[src/rtl/countdown_timer_if.sv]
// Keypad/tick inputs and MM:SS BCD outputs of the countdown timer, bundled as one port.
// The master drives keypad, tick and mode; the slave (timer) drives digits, zero and done.
interface countdown_timer_if;
    logic [3:0] D;
    logic       loadn;
    logic       pgt_1Hz;
    logic       run;
    logic [3:0] sec_ones;
    logic [3:0] sec_tens;
    logic [3:0] min_ones;
    logic [3:0] min_tens;
    logic       zero;
    logic       done;

    modport master (
        output D, loadn, pgt_1Hz, run,
        input  sec_ones, sec_tens, min_ones, min_tens, zero, done
    );

    modport slave (
        input  D, loadn, pgt_1Hz, run,
        output sec_ones, sec_tens, min_ones, min_tens, zero, done
    );
endinterface

[src/rtl/countdown_timer.sv]
// MM:SS BCD countdown timer: keypad digits shift in while idle, 1 Hz ticks count down while running.
// Digits update on the same edge an event is detected; done follows one edge after 00:00 is reached.
module countdown_timer (
    input  logic                    clk,
    input  logic                    rst,
    countdown_timer_if.slave        tif
);

    logic [3:0] sec_ones_q, sec_tens_q, min_ones_q, min_tens_q;
    logic [3:0] sec_ones_d, sec_tens_d, min_ones_d, min_tens_d;
    logic       loadn_q;
    logic       tick_q;
    logic       hit_zero_q, hit_zero_d;
    logic       done_q;
    logic       key_evt;
    logic       tick_evt;
    logic       zero;
    logic       dec_en;

    assign key_evt  = !tif.loadn && loadn_q;
    assign tick_evt = tif.pgt_1Hz && !tick_q;
    assign zero     = (sec_ones_q == 4'd0) && (sec_tens_q == 4'd0) &&
                      (min_ones_q == 4'd0) && (min_tens_q == 4'd0);
    assign dec_en   = tif.run && tick_evt && !zero;

    always_comb begin
        sec_ones_d = sec_ones_q;
        sec_tens_d = sec_tens_q;
        min_ones_d = min_ones_q;
        min_tens_d = min_tens_q;
        if (dec_en) begin
            // Borrow chain; sec_tens entered as 6-9 is decremented as-is, never normalised.
            if (sec_ones_q != 4'd0) begin
                sec_ones_d = sec_ones_q - 4'd1;
            end else begin
                sec_ones_d = 4'd9;
                if (sec_tens_q != 4'd0) begin
                    sec_tens_d = sec_tens_q - 4'd1;
                end else begin
                    sec_tens_d = 4'd5;
                    if (min_ones_q != 4'd0) begin
                        min_ones_d = min_ones_q - 4'd1;
                    end else begin
                        min_ones_d = 4'd9;
                        min_tens_d = min_tens_q - 4'd1;
                    end
                end
            end
        end else if (!tif.run && key_evt && (tif.D <= 4'd9)) begin
            min_tens_d = min_ones_q;
            min_ones_d = sec_tens_q;
            sec_tens_d = sec_ones_q;
            sec_ones_d = tif.D;
        end
    end

    assign hit_zero_d = dec_en && (sec_ones_d == 4'd0) && (sec_tens_d == 4'd0) &&
                        (min_ones_d == 4'd0) && (min_tens_d == 4'd0);

    always_ff @(posedge clk) begin
        if (rst) begin
            sec_ones_q <= 4'd0;
            sec_tens_q <= 4'd0;
            min_ones_q <= 4'd0;
            min_tens_q <= 4'd0;
            loadn_q    <= 1'b1;
            tick_q     <= 1'b0;
            hit_zero_q <= 1'b0;
            done_q     <= 1'b0;
        end else begin
            sec_ones_q <= sec_ones_d;
            sec_tens_q <= sec_tens_d;
            min_ones_q <= min_ones_d;
            min_tens_q <= min_tens_d;
            loadn_q    <= tif.loadn;
            tick_q     <= tif.pgt_1Hz;
            hit_zero_q <= hit_zero_d;
            done_q     <= hit_zero_q;
        end
    end

    assign tif.sec_ones = sec_ones_q;
    assign tif.sec_tens = sec_tens_q;
    assign tif.min_ones = min_ones_q;
    assign tif.min_tens = min_tens_q;
    assign tif.zero     = zero;
    assign tif.done     = done_q;

endmodule

[src/flat_wrapper.sv]
// flat-port wrapper written by rule: the top's interface ports become plain ports
module countdown_timer_flat 
  (clk, rst, tif_D, tif_loadn, tif_pgt_1Hz, tif_run, tif_sec_ones, tif_sec_tens, tif_min_ones, tif_min_tens, tif_zero, tif_done);
  countdown_timer_if tif_i ();
  input  logic clk;
  input  logic rst;
  input wire logic [$bits(tif_i.D)-1:0] tif_D;
  input wire logic [$bits(tif_i.loadn)-1:0] tif_loadn;
  input wire logic [$bits(tif_i.pgt_1Hz)-1:0] tif_pgt_1Hz;
  input wire logic [$bits(tif_i.run)-1:0] tif_run;
  output wire logic [$bits(tif_i.sec_ones)-1:0] tif_sec_ones;
  output wire logic [$bits(tif_i.sec_tens)-1:0] tif_sec_tens;
  output wire logic [$bits(tif_i.min_ones)-1:0] tif_min_ones;
  output wire logic [$bits(tif_i.min_tens)-1:0] tif_min_tens;
  output wire logic [$bits(tif_i.zero)-1:0] tif_zero;
  output wire logic [$bits(tif_i.done)-1:0] tif_done;
  assign tif_i.D = tif_D;
  assign tif_i.loadn = tif_loadn;
  assign tif_i.pgt_1Hz = tif_pgt_1Hz;
  assign tif_i.run = tif_run;
  assign tif_sec_ones = tif_i.sec_ones;
  assign tif_sec_tens = tif_i.sec_tens;
  assign tif_min_ones = tif_i.min_ones;
  assign tif_min_tens = tif_i.min_tens;
  assign tif_zero = tif_i.zero;
  assign tif_done = tif_i.done;
  countdown_timer u_core (.clk(clk), .rst(rst), .tif(tif_i));
endmodule
[config.mk]
export PLATFORM = sky130hd
export DESIGN_NAME = countdown_timer_flat
export DESIGN_NICKNAME = d
export VERILOG_FILES = /design/src/rtl/countdown_timer_if.sv /design/src/rtl/countdown_timer.sv /design/src/flat_wrapper.sv
export SDC_FILE = /design/constraint.sdc
export NUM_CORES = 1
export LEC_CHECK = 0
export BUFFER_PORTS_ARGS = -buffer_cell sky130_fd_sc_hd__buf_2
export CAP_MARGIN = 20
export CORE_UTILIZATION = 55
export DETAILED_ROUTE_END_ITERATION = 10
export GPL_TIMING_DRIVEN = 0
export PLACE_DENSITY = 0.87
export SLEW_MARGIN = 20
export SYNTH_ARGS = -nofsm -noshare
export SYNTH_HDL_FRONTEND = slang
export SYNTH_SLANG_ARGS = --single-unit
[constraint.sdc]
create_clock -name clk -period 6.6 [get_ports clk]
set_input_delay 0 -clock clk [delete_from_list [all_inputs] [get_ports clk]]
set_output_delay 0 -clock clk [all_outputs]
set_load 0.05 [all_outputs]
# [After elaboration in Yosys (flattened, before gate mapping)]
# Index checks and enable logic that the tools add are counted.
[classes] order_cmp=1 reduce_logical=28 add_sub_neg=4 muxes=17
[op_table] operator="$mux W4" count=17
[op_table] operator="$logic_not A4 Y1" count=8
[op_table] operator="$sub A4 B1 Y4 const B" count=4
[op_table] operator="$logic_and A1 B1 Y1" count=13
[op_table] operator="$reduce_bool A4 Y1" count=3
[op_table] operator="$le A4 B4 Y1 const B" count=1
[op_table] operator="$logic_not A1 Y1" count=4
[totals] elab_cells=58 register_bits=20 input_bits=9

# [Depth between registers and ports, before layout]
[depth] depth_word=12 depth_mapped=10

# [Worst setup path after synthesis]
# Ideal clock, no wire load.
[synth_timing] path_kind="register -> output" startpoint="register u_core.sec_ones_q[2], in the netlist u_core.tif.sec_ones[2]" endpoint="output port tif_zero" required_ps=6600 arrival_time_ps=3311 slack_ps=3289 n_path_buf=0 path_stages_with_launch=5 path_cell_list="dfxtp_1 -> or4_4 -> or2_4 -> or3_4 -> nor4_1"
[synth_via] elab_chain_len=4
[synth_rtl] element="start: declaration" line_no="countdown_timer.sv:9" source="logic [3:0] sec_ones_q, sec_tens_q, min_ones_q, min_tens_q;"
[synth_rtl] element="start signal: assignment" line_no="countdown_timer.sv:71" source="sec_ones_q <= sec_ones_d;"
[synth_rtl] element="$logic_not A4 Y1" line_no="countdown_timer.sv:22" source="assign zero = (sec_ones_q == 4'd0) && (sec_tens_q == 4'd0) &&"
[synth_rtl] element="$logic_and A1 B1 Y1 (2 in series)" line_no="countdown_timer.sv:22"
[synth_rtl] element="$logic_and A1 B1 Y1" line_no="countdown_timer.sv:23" source="(min_ones_q == 4'd0) && (min_tens_q == 4'd0);"
[synth_rtl] element="end: declaration" line_no="flat_wrapper.sv:15" source="output wire logic [$bits(tif_i.zero)-1:0] tif_zero;"
# No other way between the ends.

# [Worst setup path in the final report]
[layout_timing] startpoint="register u_core.min_tens_q[0], in the netlist u_core.tif.min_tens[0]" endpoint="register u_core.hit_zero_q"
[layout_via] elab_chain_len=10 elab_cells_between_ends=21
[layout_rtl] element="start: declaration" line_no="countdown_timer.sv:9"
[layout_rtl] element="start signal: assignment" line_no="countdown_timer.sv:74" source="min_tens_q <= min_tens_d;"
[layout_rtl] element="branches (longest 9 deep; another with $sub A4 B1 Y4)"
[layout_rtl] element="$logic_and A1 B1 Y1 (*)" line_no="countdown_timer.sv:58" source="(min_ones_d == 4'd0) && (min_tens_d == 4'd0);"
[layout_rtl] element="end signal: assignment" line_no="countdown_timer.sv:77" source="hit_zero_q <= hit_zero_d;"
[layout_rtl] element="end: declaration" line_no="countdown_timer.sv:13" source="logic hit_zero_q, hit_zero_d;"
# Mark *: on every way between the ends.
# A chain may end at the register's enable or synchronous reset.

==> results.md <==
* Initial DRC count at 118
* Yosys warnings at 0
* Via count at 1311
* Htree depth at 1
* Antenna Nets Post-Route at 0
* Post-CTS setup buffer count at 0
* Smallest hold slack at 0.0741 ns
* Leakage at 0.592 nW
* Clk Latency, worst-skew pair at 0.31 ns
* Max cap viols at 0
* CTS Buf Count at 3
* Port Buffers at 26
* Cts repair resizes at 0
* Critical Path, Cell by Cell: inv_1 > ha_1 > or3b_2 > nor4_4 > o21a_1 > nor2_1 > o21ai_0 > nand4_1 > nor4_2
* Vias in the first global route at 1083
* Metal3 WL at 307 um
* Tcrit/Tclk final at 0.409
* Syn nets at 157
* Initial antenna violation count at 0
* Placed wire-length estimate at 2300 um
* Post-synth top cells: dfxtp_1 (20), nor2_1 (19), nand2_1 (17)
* Worst slew pin tran at 0.559 ns
* RSZ-0062 raised after global routing: false
* Routed metal-1 wire length at 1400 um
* CORE AREA at 0.00198 mm^2
* Seq/Total Area, Yosys at 0.340
* Setup crit start kind: register
* Chip Width at 48.3 um
* DR top layer: met4
* Outcome: completed
* Final hold vios at 0
* Fin crit period at 2.70 ns
* Placed insts at 199
* CTS root buffer: clkbuf_4
* Share of layout cells above drive strength 1 at 0.243
* First-pass GRT wire length at 5010 um
* Final Slew Violations at 0
* Post-detailed-routing wire length at 3290 um
* Cts hold-fix bufs at 5
* Ys async rst share at 0
* Grt ovf at 0
* Top cell type by total area after synthesis: dfxtp_1
* Post-synth EDFFs at 0
* Io pins at 27
* CP max stage delay at 0.50 ns
* Initial Utilization at 0.595
* Final Worst Setup Slack at 3.90 ns
* Worst Path Required at 6.82 ns
* GRT Total Usage at 0.311
* Slowest CP cell: or3b_2
* Via-per-instance ratio at 6.30
* Synth Instances at 146
* Distinct cells, synth at 51
* TNS Setup at 0 ns
* Worst min path class: input pin to register
* Clock-pin slew on the worst setup and hold paths at 0.12 ns
* WL per Instance at 15.8 um
* Pre-antenna DRT Iters at 5
* Top-area cell type share of the netlist area at 0.340
* Maximum clock path buffer count at 2
* Peak supply drop at 0.151 mV
* Main flop type after synthesis: dfxtp_1
* Final net count at 193
* Top cells by area, synth: dfxtp_1 (34%), nor2_1 (6.1%), nand2_1 (5.4%)
* Post-Syn Area per Cell at 8.07 um^2
* Hold Crit Depth at 5
* Mapped Area at 0.00118 mm^2
* DRC Markers at 0
* Die ar. at 0.00233 mm^2
* Top-count cell post-synth: dfxtp_1
* Clk_skew at 0.00208 ns
* Placement Setup Slack at 3.95 ns
* Die height at 48.3 um
* Synth Register Bits at 20
* Largest net degree at the start of global routing at 12
* WP data arrival at 2.92 ns
* Critical path fanouts, max at 8
* Final core occ at 0.721
* # diodes at 0
* Num Clock Sinks at 20
* Routability Congestion at 0.934
* Worst-case reg-to-reg path depth at 9
* Maximum clock frequency at 0.371 GHz
* Num rows at 16
* Slew HR at 0.626
* Endpoint class of the critical path: register
* Final setup vio count at 0
* DR WL met2 at 1520 um
* Pwr dens at 290 mW/mm^2
* Final Non-Filler Cells at 208
* WS Path Type: register to register
* Synthesis-to-finish area growth at 21.2%
* CTS tree: yes
-- logic make-up after synthesis --
logic type                 count (synthesis)  share of synthesized area
adders and majority gates                  2                     0.0212
DFF                                       20                      0.340
buffers and inverters                     11                     0.0488
and+or+nand+nor                           69                      0.323
AOI/OAI and AO/OA                         43                      0.259
muxes                                      1                    0.00849
-- sequential cells by signal, indices dropped and copies added (netlist names) --
register,flops
u_core.tick_q,1
u_core.hit_zero_q,1
u_core.tif.min_tens,4
u_core.tif.sec_tens,4
u_core.tif.sec_ones,4
u_core.tif.done,1
u_core.loadn_q,1
u_core.tif.min_ones,4
-- metal layers --
layer / up-vias / GRT usage
li1: 618 / -
met1: 598 / 0.460
met2: 82 / 0.453
met3: 13 / 0.0407
met4: 0 / 0.122
met5: - / 0
-- layout make-up --
class                      instances  area [um^2]
buffer                             8         46.3
timing repair buffer              31          180
multi-input combinational        115          721
fill                             159          553
tap                               27         33.8
inverter                           3         11.3
clock buffer                       4         36.3
sequential                        20          400
-- cells in the final DEF (no fill, tap or decap), drive strengths merged, types with 2 or more instances in the layout --
| master | Yosys | layout |
|---|---|---|
| nor4 | 3 | 3 |
| dfxtp | 20 | 20 |
| a21oi | 7 | 7 |
| a22oi | 3 | 3 |
| nand2 | 18 | 18 |
| ha | 2 | 2 |
| a311oi | 2 | 2 |
| o311a | 2 | 2 |
| o21a | 3 | 3 |
| inv | 3 | 3 |
| clkbuf | 5 | 9 |
| a31oi | 2 | 2 |
| o21ai | 8 | 8 |
| nand4 | 2 | 2 |
| nand3 | 2 | 2 |
| nor2b | 3 | 3 |
| nor3 | 9 | 9 |
| or4 | 3 | 3 |
| or2 | 3 | 3 |
| buf | 3 | 29 |
| nor2 | 19 | 19 |
| a211oi | 3 | 3 |
| dlygate4sd3 | 0 | 5 |
-- report_power, final --
| part | switching (W) | total (W) | leakage, nW | internal, W |
|---|---|---|---|---|
| registers | 0.0000132 | 0.000144 | 0.163 | 0.000131 |
| clock network | 0.0000399 | 0.0000736 | 0.0210 | 0.0000337 |
| logic | 0.000131 | 0.000198 | 0.408 | 0.0000668 |
| total | 0.000184 | 0.000415 | 0.592 | 0.000231 |
-- per-stage QoR --
step / power, W / cell area (um^2)
global placement: 0.000335 / 1340
floorplan: 0.000297 / 1180
finish: 0.000415 / 1430
CTS: 0.000413 / 1430
global route: 0.000435 / 1430
detailed placement: 0.000337 / 1340
-- critical path: cells and delay by family (launching register included) --
family          cells  cell delay (ns)
simple gates        5             1.45
buf+inv             1             0.09
fa+ha+maj           1             0.13
flops               1             0.36
compound gates      2             0.58
-- path summary, 6_finish.rpt --
check / startpoint / to / slack (ns)
worst max-delay path: u_core.tif.min_tens[0]$_SDFF_PP0_ / u_core.hit_zero_q$_SDFF_PP0_ / 3.90
worst min-delay path: tif_D[3] / u_core.tif.sec_ones[3]$_SDFF_PP0_ / 0.07
worst max register to register: u_core.tif.min_tens[0]$_SDFF_PP0_ / u_core.hit_zero_q$_SDFF_PP0_ / 3.90
worst min register to register: u_core.hit_zero_q$_SDFF_PP0_ / u_core.tif.done$_SDFF_PP0_ / 0.47
Power figures use the tool's default switching activity.
